### config.mk
export PLATFORM = sky130hd
export DESIGN_NAME = sargantana_icache_miss_ctrl
export DESIGN_NICKNAME = d
export VERILOG_FILES = /design/src/rtl/sargantana_icache_miss_ctrl.sv
export SDC_FILE = /design/constraint.sdc
export NUM_CORES = 1
export LEC_CHECK = 0
export ABC_AREA = 1
export CAP_MARGIN = 20
export CELL_PAD_IN_SITES_DETAIL_PLACEMENT = 1
export CELL_PAD_IN_SITES_GLOBAL_PLACEMENT = 1
export CORE_MARGIN = 5
export CORE_UTILIZATION = 38
export CTS_BUF_LIST = sky130_fd_sc_hd__clkbuf_8
export DETAILED_ROUTE_END_ITERATION = 7
export DONT_BUFFER_PORTS = 1
export PLACE_DENSITY = 0.74
export SYNTH_ARGS = -nofsm -noshare
export SYNTH_HDL_FRONTEND = slang
export SYNTH_SLANG_ARGS = --single-unit
### constraint.sdc
create_clock -name clk_i -period 1.2 [get_ports clk_i]
set_clock_uncertainty 0.1 [all_clocks]
set_input_delay 0.24 -clock clk_i [delete_from_list [all_inputs] [get_ports clk_i]]
set_output_delay 0.24 -clock clk_i [all_outputs]
set_load 0.02 [all_outputs]
### src/rtl/sargantana_icache_miss_ctrl.sv
`default_nettype none
// ============================================================================
// Module   : sargantana_icache_miss_ctrl
// Purpose  : Instruction-cache lookup / miss controller. It sequences the tag
//            compare and the line refill, chooses the victim way, and handles
//            kills that arrive while a refill is in flight.
// Options  : SARGANTANA_ICACHE_FLUSH_EN adds a whole-cache invalidate walk
//            (FLUSH state, flush_i / flush_busy_o / valid_clr_o / flush_idx_o).
// Revision : 1.0 - initial release
// ============================================================================
module sargantana_icache_miss_ctrl #(
  parameter int ICACHE_N_WAY = 4,
  parameter int ICACHE_DEPTH = 64
) (
  input  logic                    clk_i,
  input  logic                    rst_i,
  input  logic                    req_valid_i,
  output logic                    req_ready_o,
  input  logic                    kill_i,
  input  logic                    tag_valid_i,
  output logic                    cmp_enable_o,
  input  logic [ICACHE_N_WAY-1:0] cline_hit_i,
  input  logic [ICACHE_N_WAY-1:0] way_valid_bits_i,
  output logic                    rsp_valid_o,
  output logic                    ifill_req_valid_o,
  input  logic                    ifill_req_ready_i,
  input  logic                    ifill_resp_valid_i,
  output logic [ICACHE_N_WAY-1:0] way_we_o
`ifdef SARGANTANA_ICACHE_FLUSH_EN
  ,
  input  logic                    flush_i,
  output logic                    flush_busy_o,
  output logic                    valid_clr_o,
  output logic [$clog2(ICACHE_DEPTH)-1:0] flush_idx_o
`endif
);

  localparam int c_way_w = $clog2(ICACHE_N_WAY);
  localparam int c_idx_w = $clog2(ICACHE_DEPTH);

  localparam logic [2:0] c_st_idle      = 3'd0;
  localparam logic [2:0] c_st_compare   = 3'd1;
  localparam logic [2:0] c_st_miss_req  = 3'd2;
  localparam logic [2:0] c_st_wait_fill = 3'd3;
  localparam logic [2:0] c_st_write     = 3'd4;
  localparam logic [2:0] c_st_kill_wait = 3'd5;
`ifdef SARGANTANA_ICACHE_FLUSH_EN
  localparam logic [2:0] c_st_flush     = 3'd6;
`endif

  logic [2:0]         r_state;
  logic [2:0]         w_next_state;
  logic [c_way_w-1:0] r_rr_ptr;
  logic [c_way_w-1:0] r_victim;
  logic               r_victim_rr;
  logic               w_free_found;
  logic [c_way_w-1:0] w_free_idx;
  logic               w_miss;
  logic               w_any_hit;
`ifdef SARGANTANA_ICACHE_FLUSH_EN
  logic [c_idx_w-1:0] r_flush_idx;
  logic               w_flush_last;
`endif

  assign w_any_hit = |cline_hit_i;
  // A miss is only committed when the physical tag is present and no kill.
  assign w_miss    = (r_state == c_st_compare) && tag_valid_i && !w_any_hit && !kill_i;

`ifdef SARGANTANA_ICACHE_FLUSH_EN
  assign w_flush_last = (r_flush_idx == c_idx_w'(ICACHE_DEPTH - 1));
`endif

  // Find the lowest-index invalid way of the indexed set.
  always_comb begin
    w_free_found = 1'b0;
    w_free_idx   = '0;
    for (int i = ICACHE_N_WAY - 1; i >= 0; i--) begin
      if (!way_valid_bits_i[i]) begin
        w_free_found = 1'b1;
        w_free_idx   = c_way_w'(i);
      end
    end
  end

  // Next-state logic; kill takes precedence over hit and handshakes.
  always_comb begin
    w_next_state = r_state;
    case (r_state)
      c_st_idle: begin
`ifdef SARGANTANA_ICACHE_FLUSH_EN
        if (flush_i) w_next_state = c_st_flush;
        else
`endif
        if (req_valid_i) w_next_state = c_st_compare;
      end
      c_st_compare: begin
        if (kill_i)           w_next_state = c_st_idle;
        else if (tag_valid_i) w_next_state = w_any_hit ? c_st_idle : c_st_miss_req;
      end
      c_st_miss_req: begin
        if (kill_i)                 w_next_state = c_st_idle;
        else if (ifill_req_ready_i) w_next_state = c_st_wait_fill;
      end
      c_st_wait_fill: begin
        // A kill coinciding with the returning line drops it right away,
        // otherwise the line still has to be drained in KILL_WAIT.
        if (kill_i)                  w_next_state = ifill_resp_valid_i ? c_st_idle : c_st_kill_wait;
        else if (ifill_resp_valid_i) w_next_state = c_st_write;
      end
      c_st_write: begin
        // The write always lands; a kill only suppresses the replay.
        w_next_state = kill_i ? c_st_idle : c_st_compare;
      end
      c_st_kill_wait: begin
        if (ifill_resp_valid_i) w_next_state = c_st_idle;
      end
`ifdef SARGANTANA_ICACHE_FLUSH_EN
      c_st_flush: begin
        if (w_flush_last) w_next_state = c_st_idle;
      end
`endif
      default: w_next_state = c_st_idle;
    endcase
  end

  // State register.
  always_ff @(posedge clk_i or posedge rst_i) begin
    if (rst_i) r_state <= c_st_idle;
    else       r_state <= w_next_state;
  end

  // Victim latch on a committed miss: free way first, else round-robin.
  always_ff @(posedge clk_i or posedge rst_i) begin
    if (rst_i) begin
      r_victim    <= '0;
      r_victim_rr <= 1'b0;
    end else if (w_miss) begin
      r_victim    <= w_free_found ? w_free_idx : r_rr_ptr;
      r_victim_rr <= !w_free_found;
    end
  end

  // Round-robin pointer advances only when a write consumed it.
  always_ff @(posedge clk_i or posedge rst_i) begin
    if (rst_i) begin
      r_rr_ptr <= '0;
`ifdef SARGANTANA_ICACHE_FLUSH_EN
    end else if ((r_state == c_st_flush) && w_flush_last) begin
      r_rr_ptr <= '0;
`endif
    end else if ((r_state == c_st_write) && r_victim_rr) begin
      r_rr_ptr <= r_rr_ptr + c_way_w'(1);
    end
  end

`ifdef SARGANTANA_ICACHE_FLUSH_EN
  // Flush set counter: cleared on entry, one set per busy cycle.
  always_ff @(posedge clk_i or posedge rst_i) begin
    if (rst_i)                        r_flush_idx <= '0;
    else if (r_state == c_st_flush)   r_flush_idx <= r_flush_idx + c_idx_w'(1);
    else                              r_flush_idx <= '0;
  end

  assign flush_busy_o = (r_state == c_st_flush);
  assign valid_clr_o  = (r_state == c_st_flush);
  assign flush_idx_o  = r_flush_idx;
  assign req_ready_o  = (r_state == c_st_idle) && !flush_i;
`else
  assign req_ready_o  = (r_state == c_st_idle);
`endif

  assign cmp_enable_o = (r_state == c_st_compare);
  assign rsp_valid_o  = (r_state == c_st_compare) && tag_valid_i && w_any_hit && !kill_i;
  // Request is withdrawn in the kill cycle so no handshake can slip through.
  assign ifill_req_valid_o = (r_state == c_st_miss_req) && !kill_i;
  assign way_we_o = (r_state == c_st_write)
                    ? ({{(ICACHE_N_WAY-1){1'b0}}, 1'b1} << r_victim)
                    : '0;

endmodule
`default_nettype wire

==> impl_metrics.csv <==
group,metric,value,unit
synthesis,yosysMostFrequentCell,"nand2_1",
layout,nFillCells,181,
layout,fin_util,66.4,%
sta,hold_viol,0,
clock_network,cts_buffer_depth,2,
critical_path,path_depth,4,
synthesis,seq_area_frac_synth,34.3,%
power,power.leakage,0.494,nW
critical_path,cp_top_family,"flip-flops",
global_routing,grt_pass1_vias,661,
critical_path,reg2reg_depth,8,
clock_network,cts_tree,"built",
layout,fin_area,988,sq um
run_status,status,"complete, but fails checks",
global_routing,grt_max_degree,9,
synthesis,synth_edf_count,0,
critical_path,cp_max_fo,4,
synthesis,async_flop_share,100,%
sta,tightest_slew,0.319,ns
critical_path,worstSetupPathType,"reg2out",
sta,setup_viol,16,
synthesis,synth_ff_type,"dfrtp_1",
die,die_x,49.2,um
min_path,hold_class,"in2reg",
route,ant_nets,0,
critical_path,endpoint,"way_we_o[0]",
synthesis,syn_avg_cell_area,6.48,sq um
route,drc_errors,0,
clock_network,insertion_delay,0.23,ns
sta,relSlewSlack,78.7,%
synthesis,ys_top_cells_by_area,"dfrtp_1 34%, nand2_1 15%, inv_1 9.7%",
placed_design,place.gp.congestion,0.863,
synthesis,synth_top_area_cell,"dfrtp_1",
job,cap_violations,0,
run_status,failed_checks,"negative setup slack",
route,vias,721,
route,first_pass_iters,4,
synthesis,yosysTopAreaCellShare,34.3,%
power,switchingPower,0.000660,W
layout,drive_gt1_share,48.7,%
die,rows,14,
placed_design,place_area,729,sq um
placed_design,dp_hpwl,1330,um
synthesis,synthCells,90,
sta,finalMaxSlewViolations,0,
power,switching_share,41.2,%
clock_network,htreeDepth,1,
power,p_seq_share,23.3,%
critical_path,cp.required,0.86,ns
synthesis,syn-cell-area,583,sq um
placed_design,dp_cells,116,
power,peakVddDrop,1.10,mV
critical_path,r2r-start,"r_state[1]$_DFFE_PP0P_",
sta,fin_crit,1.64,ns
global_routing,overflow,0,
die,core_area,1490,sq um
layout,fin_nets,131,
synthesis,synth_cell_types,17,
clock_network,clock_tree.root_cell,"clkbuf_8",
die,pin_count,23,
sta,setup_ws,-0.441,ns
synthesis,ys.warnings.count,0,
critical_path,crit_buf_inv,2,
sta,fmax,609,MHz
critical_path,worst_ep_arrival_time,1.30,ns
route,viasPerCell,5.50,
clock_network,cts_made_buffers,3,
critical_path,startpoint_type,"flop",
critical_path,cp_cell_sequence,"nor3_4 > inv_4 > nor3_2 > buf_4",
die,dieArea,2420,sq um
synthesis,synth_common_cells,"24 x nand2_1, 15 x inv_1, 12 x nor2_1, 8 x dfrtp_1, 7 x nand3_1",
route,routed_wirelength,2190,um
critical_path,slowest_delay,0.45,ns
power,pwr_density_cell,1620,nW/um^2
global_routing,grt_pass1_wl,2950,um
layout,finalNonFillerCells,131,
critical_path,worst_setup_path_end_kind,"output port",
layout,syn_to_final_growth,69.5,%
critical_path,reg2reg_to,"r_state[1]$_DFFE_PP0P_",
critical_path,r2r_slack,-0.37,ns
placed_design,io_buffers,0,
sta,rsz0062_at_grt,"true",
layout,antenna_cells,0,
sta,fin_crit_sh,137,%
global_routing,grt_use_total,15.3,%
power,internal_power,0.000941,W
route,drt_iter0_drc,13,
synthesis,synth_seq_cells,8,
clock_network,cts.sink_count,8,
die,initial_core_util,39.2,%
critical_path,cp-startpoint,"r_state[0]$_DFFE_PP0P_",
critical_path,crit_slowest_cell,"dfrtp_2",
power,p_clk_share,21.3,%
clock_network,path_clk_slew,0.05,ns
synthesis,synth_fp_nets,105,
die,die_h,49.2,um
global_routing,antenna_found_initial,0,
power,comb_power_share,55.4,%
route,wl_per_cell,16.7,um
worst min path at each step:
stage,startpoint,to,slack (ns),depth (start not counted)
6_report,way_valid_bits_i[3],r_victim_rr$_DFFE_PP0P_,0.09,2
5_1_grt,way_valid_bits_i[3],r_victim_rr$_DFFE_PP0P_,0.1,2
4_1_cts,kill_i,r_state[2]$_DFFE_PP0P_,0.09,3
3_5_place_dp,rst_i,r_state[0]$_DFFE_PP0P_,0.0006,1
3_3_place_gp,rst_i,r_state[0]$_DFFE_PP0P_,-0.01,1
2_1_floorplan,rst_i,r_rr_ptr[0]$_DFFE_PP0P_,-0.04,1
power by group through the flow:
stage	Clock, W	Sequential, W	Combinational [W]
floorplan	0	0.000359	0.000324
global placement	0	0.000347	0.000490
detailed placement	0	0.000351	0.000502
CTS	0.000347	0.000357	0.000627
global route	0.000369	0.000376	0.000947
finish	0.000341	0.000373	0.000888
sequential cells by signal, indices dropped and copies added, names as in the netlist:
signal       cells
r_victim_rr      1
r_victim         2
r_rr_ptr         2
r_state          3
metrics by stage:
| step | hold slack, ns | setup TNS [ns] | setup slack [ns] | total power, W |
|---|---|---|---|---|
| after global routing | 0.0985 | -6.15 | -0.556 | 0.00169 |
| after global placement | -0.0103 | -2.20 | -0.202 | 0.000837 |
| after detailed placement | 0.000601 | -2.74 | -0.233 | 0.000853 |
| after floorplan | -0.0445 | -1.62 | -0.248 | 0.000683 |
| final | 0.0918 | -5.06 | -0.441 | 0.00160 |
| after CTS | 0.0899 | -4.31 | -0.430 | 0.00133 |
cell families after synthesis:
family	count (synthesis)	synth area share (%)
buf+inv	17	10.9
xor+xnor	2	3.00
compound gates	10	9.01
simple gates	53	42.7
flops	8	34.3
routing by layer:
layer  routed length, um  vias to the layer above  global-route usage, %
met2                1110                       34                   21.2
met5                   0                        -                      0
met1                 895                      346                   21.8
met3                 149                        5                   4.59
met4                  36                        0                   5.83
li1                    -                      336                      -
worst reg2reg max path, cell delays in order, from the launching register on:
cell and delay [ns]:
dfrtp_2 0.43, buf_6 0.14, nor3_4 0.20, nand2_2 0.11, buf_4 0.14, buf_4 0.12, o21ai_2 0.13, nand2_1 0.07
nand2_1 0.07
timing repair:
item / CTS / global route
endpoints found under the setup margin: 16 / 16
setup buffers: 4 / 7
hold buffers: 1 / 0
endpoints found under the hold margin: 8 / 0
gates resized for setup: 20 / 18
pin swaps: 3 / 4
layout make-up:
cell class | count | area (sq um) | share of cell area, %
multi-input cells | 65 | 467 | 47.2
flip-flops and latches | 8 | 204 | 20.6
repair buffers | 21 | 179 | 18.1
inverters | 17 | 73.8 | 7.47
clock buffers | 3 | 41.3 | 4.18
well taps | 16 | 20.0 | 2.03
clock inverters | 1 | 3.75 | 0.380
cells in the final DEF (no fill, tap or decap):
cell,synthesis,layout
nand2_1,24,20
buf_4,0,15
inv_1,15,13
nor2_1,12,5
nor3_4,1,5
nor2_4,0,5
buf_6,0,5
dfrtp_1,8,5
inv_4,0,4
o21ai_1,4,4
nand3_2,0,4
nand3_1,7,3
clkbuf_8,0,3
dfrtp_2,0,3
nand4_1,2,2
o21ai_0,4,2
nor2_2,0,2
o21ai_2,0,2
nand2_2,0,2
nand2_4,0,2
xor2_1,2,2
nand4_4,0,1
inv_2,2,1
nand3b_1,1,1
o211ai_1,1,1
nor3_2,1,1
a21oi_2,0,1
dlygate4sd3_1,0,1
(Power assumes the default switching activity.)
